[src/rtl/regfile_dump_reader.sv]
// regfile_dump_reader: walks every architectural register through one
// register-file read port and streams each value on a valid/ready channel.
// Optional build macro REGDUMP_CHECKSUM_EN appends an XOR checksum beat.
module regfile_dump_reader #(
   parameter int unsigned XLEN           = 32,
   parameter int unsigned REG_ADDR_WIDTH = 5
) (
   input  logic                      clk_i,
   input  logic                      rst_ni,
   input  logic                      start_i,
   output logic                      busy_o,
   output logic                      done_o,
   output logic [REG_ADDR_WIDTH-1:0] read_address_o,
   input  logic [XLEN-1:0]           read_data_i,
   output logic                      dump_valid_o,
   input  logic                      dump_ready_i,
   output logic [XLEN-1:0]           dump_data_o,
   output logic [REG_ADDR_WIDTH-1:0] dump_index_o,
   output logic                      dump_last_o,
   output logic                      dump_csum_o
);

   localparam logic [REG_ADDR_WIDTH-1:0] LAST_IDX = '1;

   localparam logic [2:0] S_IDLE  = 3'd0;
   localparam logic [2:0] S_FETCH = 3'd1;
   localparam logic [2:0] S_SEND  = 3'd2;
   localparam logic [2:0] S_DONE  = 3'd3;
`ifdef REGDUMP_CHECKSUM_EN
   localparam logic [2:0] S_CSUM  = 3'd4;
`endif

   logic [2:0]                r_state;
   logic [2:0]                w_next_state;
   logic [REG_ADDR_WIDTH-1:0] r_index;
   logic                      r_busy;
   logic                      r_done;
   logic                      r_dump_valid;
   logic [XLEN-1:0]           r_dump_data;
   logic [REG_ADDR_WIDTH-1:0] r_dump_index;
   logic                      r_dump_last;
   logic                      w_handshake;
   logic                      w_at_last;
`ifdef REGDUMP_CHECKSUM_EN
   logic [XLEN-1:0]           r_csum;
   logic                      r_dump_csum;
`endif

   assign w_handshake = r_dump_valid & dump_ready_i;
   assign w_at_last   = (r_index == LAST_IDX);

   // The index counter doubles as the read address; it sits at 0 outside a dump.
   assign read_address_o = r_index;
   assign busy_o         = r_busy;
   assign done_o         = r_done;
   assign dump_valid_o   = r_dump_valid;
   assign dump_data_o    = r_dump_data;
   assign dump_index_o   = r_dump_index;
   assign dump_last_o    = r_dump_last;
`ifdef REGDUMP_CHECKSUM_EN
   assign dump_csum_o    = r_dump_csum;
`else
   assign dump_csum_o    = 1'b0;
`endif

   // State register.
   always_ff @(posedge clk_i) begin
      if (!rst_ni) begin
         r_state <= S_IDLE;
      end else begin
         r_state <= w_next_state;
      end
   end

   // Next-state logic.
   always_comb begin
      w_next_state = r_state;
      case (r_state)
         S_IDLE: begin
            if (start_i) begin
               w_next_state = S_FETCH;
            end
         end
         S_FETCH: begin
            w_next_state = S_SEND;
         end
         S_SEND: begin
            if (w_handshake) begin
               if (w_at_last) begin
`ifdef REGDUMP_CHECKSUM_EN
                  w_next_state = S_CSUM;
`else
                  w_next_state = S_DONE;
`endif
               end else begin
                  w_next_state = S_FETCH;
               end
            end
         end
`ifdef REGDUMP_CHECKSUM_EN
         S_CSUM: begin
            if (w_handshake) begin
               w_next_state = S_DONE;
            end
         end
`endif
         S_DONE: begin
            w_next_state = S_IDLE;
         end
         default: begin
            w_next_state = S_IDLE;
         end
      endcase
   end

   // Datapath and registered outputs, advanced by the current state.
   always_ff @(posedge clk_i) begin
      if (!rst_ni) begin
         r_index      <= '0;
         r_busy       <= 1'b0;
         r_done       <= 1'b0;
         r_dump_valid <= 1'b0;
         r_dump_data  <= '0;
         r_dump_index <= '0;
         r_dump_last  <= 1'b0;
`ifdef REGDUMP_CHECKSUM_EN
         r_csum       <= '0;
         r_dump_csum  <= 1'b0;
`endif
      end else begin
         r_done <= 1'b0;
         case (r_state)
            S_IDLE: begin
               if (start_i) begin
                  r_index <= '0;
                  r_busy  <= 1'b1;
`ifdef REGDUMP_CHECKSUM_EN
                  r_csum  <= '0;
`endif
               end
            end
            S_FETCH: begin
               r_dump_data  <= read_data_i;
               r_dump_index <= r_index;
               r_dump_valid <= 1'b1;
`ifdef REGDUMP_CHECKSUM_EN
               r_dump_last  <= 1'b0;
               r_csum       <= r_csum ^ read_data_i;
`else
               r_dump_last  <= w_at_last;
`endif
            end
            S_SEND: begin
               if (w_handshake) begin
                  if (w_at_last) begin
                     // Counter is parked at 0 instead of wrapping past the last address.
                     r_index <= '0;
`ifdef REGDUMP_CHECKSUM_EN
                     r_dump_valid <= 1'b1;
                     r_dump_data  <= r_csum;
                     r_dump_index <= '0;
                     r_dump_last  <= 1'b1;
                     r_dump_csum  <= 1'b1;
`else
                     r_dump_valid <= 1'b0;
                     r_busy       <= 1'b0;
                     r_done       <= 1'b1;
`endif
                  end else begin
                     r_dump_valid <= 1'b0;
                     r_index      <= REG_ADDR_WIDTH'(r_index + 1'b1);
                  end
               end
            end
`ifdef REGDUMP_CHECKSUM_EN
            S_CSUM: begin
               if (w_handshake) begin
                  r_dump_valid <= 1'b0;
                  r_dump_csum  <= 1'b0;
                  r_busy       <= 1'b0;
                  r_done       <= 1'b1;
               end
            end
`endif
            default: begin
            end
         endcase
      end
   end

endmodule

[config.mk]
export PLATFORM = sky130hd
export DESIGN_NAME = regfile_dump_reader
export DESIGN_NICKNAME = d
export VERILOG_FILES = /design/src/rtl/regfile_dump_reader.sv
export SDC_FILE = /design/constraint.sdc
export NUM_CORES = 1
export LEC_CHECK = 0
export CORE_MARGIN = 2
export CORE_UTILIZATION = 30
export CTS_CLUSTER_DIAMETER = 120
export DETAILED_ROUTE_END_ITERATION = 16
export SLEW_MARGIN = 20
export SYNTH_ARGS = -nofsm -noshare
export SYNTH_HDL_FRONTEND = slang
export SYNTH_SLANG_ARGS = --single-unit
[constraint.sdc]
create_clock -name clk_i -period 2 [get_ports clk_i]
set_input_delay 0.3 -clock clk_i [delete_from_list [all_inputs] [get_ports clk_i]]
set_output_delay 0.3 -clock clk_i [all_outputs]
set_load 0.02 [all_outputs]
**Word-level counts from Yosys, hierarchy flattened**

Index checks and enable logic that the tools add are counted.

- Register bits after elaboration: 49
- Bits of input ports: 36
- Output and inout port bits: 47
- Logic and storage cells: 39

- Equal/unequal tests: 6
- Add/subtract/negate cells: 1
- Multiplexer cells: 15
- Reduce and logical (&&, ||, !) cells: 8
- Bitwise operators: 1

Operators with widths:

| cell | number |
|---|---|
| two-way mux 5 bit | 3 |
| case mux 5 bit (2 select lines) | 1 |
| case mux 3 bit (3 select lines) | 1 |
| two-way mux 3 bit | 2 |
| inequality test 2 bit, second input constant | 3 |
| AND reduction 3 bit | 2 |
| adder 5 x 1 -> 5 bit, second input constant | 1 |
| == test 5 bit, second input constant | 1 |
| two-way mux 1 bit | 5 |
| case mux 1 bit (2 select lines) | 2 |
| AND reduction 2 bit | 2 |
| AND reduction 4 bit | 1 |
| nonzero test 2 bit | 2 |
| == test 3 x 1 -> 1 bit, second input constant | 1 |
| == test 3 x 2 -> 1 bit, second input constant | 1 |
| zero test 3 bit | 1 |
| two-way mux 2 bit | 1 |
| AND 1 bit | 1 |

**Logic depth before layout (Yosys ltp)**

- Depth after elaboration: 4
- Gate-level depth with buffers: 6
- Depth with buffers taken out: 6

**Worst setup path after synthesis**

OpenSTA, ideal clock, no wires.

- Path type: reg2reg
- Start point: register r_index[0] (netlist: read_address_o[0])
- End point: register r_index[3] (netlist: read_address_o[3])
- Path slack: 0.278 ns
- Required time: 1.940 ns
- Setup time: 0.060 ns
- Path buffers: 0
- Period minus slack after synthesis: 1.722 ns
- Stages on the path, launching flop included: 7
- Arrival: 1.662 ns
- Cell sequence: dfxtp_1 ha_1 and3_1 ha_1 nor3b_1 nor3b_1 a32o_1

- Cells in the longest elaborated chain, start to end: 4
- Elaborated cells between the ends (all ways): 5
- Classes of those cells: 1 x add/sub; 1 x eq/ne; 3 x mux

RTL lines:

| what | line | RTL |
|---|---|---|
| start: declaration | 35 | `logic [REG_ADDR_WIDTH-1:0] r_index;` |
| start signal: assignment | 171 | `r_index <= REG_ADDR_WIDTH'(r_index + 1'b1);` |
| == test 5 bit | 50 | `assign w_at_last = (r_index == LAST_IDX);` |
| named net w_at_last | 43 | `logic w_at_last;` |
| two-way mux 5 bit | 155 | `if (w_at_last) begin` |
| two-way mux 5 bit | 154 | `if (w_handshake) begin` |
| case mux 5 bit (2 select lines) | 132 | `case (r_state)` |

The timed path passes the listed nets, and every way through them passes these cells. The select of a mux whose other input is x is not followed.
A chain may end at the register's enable or synchronous reset.

**Worst setup path after layout**

Same ends and word-level chain as after synthesis.

==> impl_metrics.tcl <==
set metrics [dict create \
    grtUsageTotal_pct 14.2 \
    rrSetupSlack_ps 160 \
    yosysTopAreaCell "dfxtp_1" \
    synth_top_family_by_area "simple AND/OR/NAND/NOR gates" \
    crit_arrival_ps 2080 \
    clockRootBuffer "clkbuf_8" \
    gp_congestion 0.837 \
    timing_hold_violations_final 0 \
    max_freq_ghz 0.544 \
    die_area_um2 6890 \
    syn_inst 216 \
    crit_fanout 6 \
    grt_pass1_vias 1739 \
    antenna_left 0 \
    setup_violations 0 \
    die_w_um 83.0 \
    setup_tns_ps 0 \
    synthXorXnorAreaFrac_pct 0 \
    overflow 0 \
    hold_start "dump_data_o[0]$_SDFFE_PN0P_" \
    synthMuxAreaShare_pct 0 \
    htree_levels 2 \
    synthAdderAreaFrac_pct 2.00 \
    cp-start-kind "register" \
    total_leakage_power_uw 0.00102 \
    grt_pass1_wl_um 8130 \
    core-area_um2 5990 \
    hold_path_depth 2 \
    utilization_pct 47.9 \
    hold_path_end "dump_data_o[0]$_SDFFE_PN0P_" \
    cts_tree "done" \
    viasPerCell 4.54 \
    critPathKind "register to register" \
    clk_latency_ps 300 \
    outcome "completed" \
    yosys_warnings 0 \
    yosys_register_bits 48 \
    synth_simple_gate_area_share_pct 22.2 \
    synth_fp_nets 255 \
    synthDistinctLibCells 24 \
    post-cts-setup-buffer-count 0 \
    drt-total-wl_um 4650 \
    final_nets 336 \
    die_h_um 83.0 \
    drt-initial-drc-count 46 \
    area_growth_pct 53.3 \
    finalCritPeriodShare_pct 91.9 \
    diodes 0 \
    ir_drop_uv 347 \
    clock_sinks 48 \
    syn_avg_cell_area_um2 8.67 \
    design_area_um2 2870 \
    r2r_cells 6 \
    maxCapViolations 0 \
    final_layout_size_suffix_gt1_share_pct 5.37 \
    rsz0062_at_grt "no" \
    reg2reg_from "read_address_o[0]$_SDFFE_PN0P_" \
    min_path_type "register to register" \
    num_vias 1693 \
    finClkSkew_ps 7.79 \
    drtPass1Iterations 4 \
    grt_max_degree 49 \
    antenna_found_initial 0 \
    wl_per_cell_um 12.5 \
    maxSlewViolCount 0 \
    syn_area_um2 1870 \
    clock_path_buffers 2 \
    dp_hpwl_um 3160 \
    ys_seq_area_share_pct 51.3 \
    clkTransAtPathRegs_ps 90 \
    pin_count 83 \
    start_util_pct 31.3 \
    fillers 593 \
    worstPathRequired_ps 2240 \
    synth-compound-area-share_pct 20.4 \
    crit_path_end_kind "register" \
    rr_endpoint "read_address_o[3]$_SDFFE_PN0P_" \
    row_count 28 \
    synthTopCellsByArea "dfxtp_1 51%, a21boi_0 17%, nand2_1 16%, ha_1 2.0%, clkbuf_1 1.8%" \
    period_minus_slack_ps 1840 \
    post_cts_resized 0 \
    hold_buffers 0 \
    place_area_um2 2780 \
    io_buffers 81 \
    power.density_nw_per_um2 664 \
    cts_buffers 5 \
    drcViolationCount 0 \
    post-synth-top-area-fraction_pct 51.3 \
]
through the flow:
step | instances | hold WS, ps | setup WS, ps | total power (uW)
global placement | 365 | 441 | 178 | 1370
floorplan | 216 | 435 | 278 | 1190
finish | 373 | 457 | 161 | 1910
detailed placement | 365 | 447 | 198 | 1370
global route | 373 | 484 | 18.2 | 2000
CTS | 373 | 460 | 184 | 1950
area by class of cell:
type	instances	area (um^2)	area share, %
clock buffers	5	68.8	2.40
clock inverters	3	18.8	0.654
inverters	2	7.51	0.261
multi-input cells	151	838	29.2
flip-flops and latches	48	961	33.5
well taps	75	93.8	3.27
repair buffers	89	883	30.8
sequential cells by signal, summed over array words and instances, names as in the netlist:
register	count
busy_o	1
done_o	1
dump_data_o	32
dump_index_o	5
dump_last_o	1
dump_valid_o	1
r_state	2
read_address_o	5
power breakdown:
group	switching, uW	leakage, uW	internal [uW]
logic	150	0.000587	172
registers	24.2	0.000390	995
clock network	322	0.0000479	244
total	496	0.00102	1410
kinds of logic after synthesis:
| group | Yosys count |
|---|---|
| and+or+nand+nor | 96 |
| adders and majority gates | 3 |
| DFF | 48 |
| other | 1 |
| buffers and inverters | 17 |
| AOI/OAI and AO/OA | 51 |
synthesized netlist by cell type:
master    number
a22o_1         1
nand2_1       78
buf_2          5
nand2b_1       1
and3_1         2
and2b_1        1
clkbuf_1       9
a21boi_0      42
and4b_1        2
o21ai_0        3
or3b_1         1
conb_1         1
dfxtp_1       48
a311o_1        1
nor3b_1        2
a32o_1         1
nor2_1         1
inv_1          2
a21boi_1       3
ha_1           3
buf_4          1
nor2b_1        1
nand4b_1       2
nand3_1        5
cells in the final DEF (no fill, tap or decap), types with 2 or more instances in the layout:
cell type | synthesis | routed
nand3_1 | 5 | 5
a21boi_0 | 42 | 42
clkbuf_8 | 0 | 5
nand2_1 | 78 | 78
buf_4 | 1 | 7
and4b_1 | 2 | 2
nor3b_1 | 2 | 2
o21ai_0 | 3 | 3
clkinv_2 | 0 | 2
inv_1 | 2 | 2
a21boi_1 | 3 | 3
nand4b_1 | 2 | 2
and3_1 | 2 | 2
dfxtp_1 | 48 | 48
ha_1 | 3 | 3
clkdlybuf4s50_1 | 0 | 81
how the worst max path moves through the flow:
stage	cells after the start	start	slack [ps]	end
floorplan	6	read_address_o[0]$_SDFFE_PN0P_	280	read_address_o[3]$_SDFFE_PN0P_
global placement	6	read_address_o[0]$_SDFFE_PN0P_	180	read_address_o[3]$_SDFFE_PN0P_
detailed placement	6	read_address_o[0]$_SDFFE_PN0P_	200	read_address_o[3]$_SDFFE_PN0P_
CTS	6	read_address_o[0]$_SDFFE_PN0P_	180	read_address_o[3]$_SDFFE_PN0P_
global route	6	read_address_o[0]$_SDFFE_PN0P_	20	read_address_o[2]$_SDFFE_PN0P_
finish	6	read_address_o[0]$_SDFFE_PN0P_	160	read_address_o[3]$_SDFFE_PN0P_
metal layers:
metal  up-vias  part of all wire, %  GRT usage, %
li1        870                    -             -
met1       764                   48          18.0
met2        54                   45          23.0
met3         5                  6.1          4.47
met4         0                  1.2          4.17
met5         -                    0             0
critical path: stages, from the launching register on:
cell and delay (ps):
dfxtp_1 360, ha_1 250, and3_1 210, ha_1 210, nor3b_1 390, nor3b_1 230
a32o_1 140
Note: power is estimated with default switching activity, not from simulation.
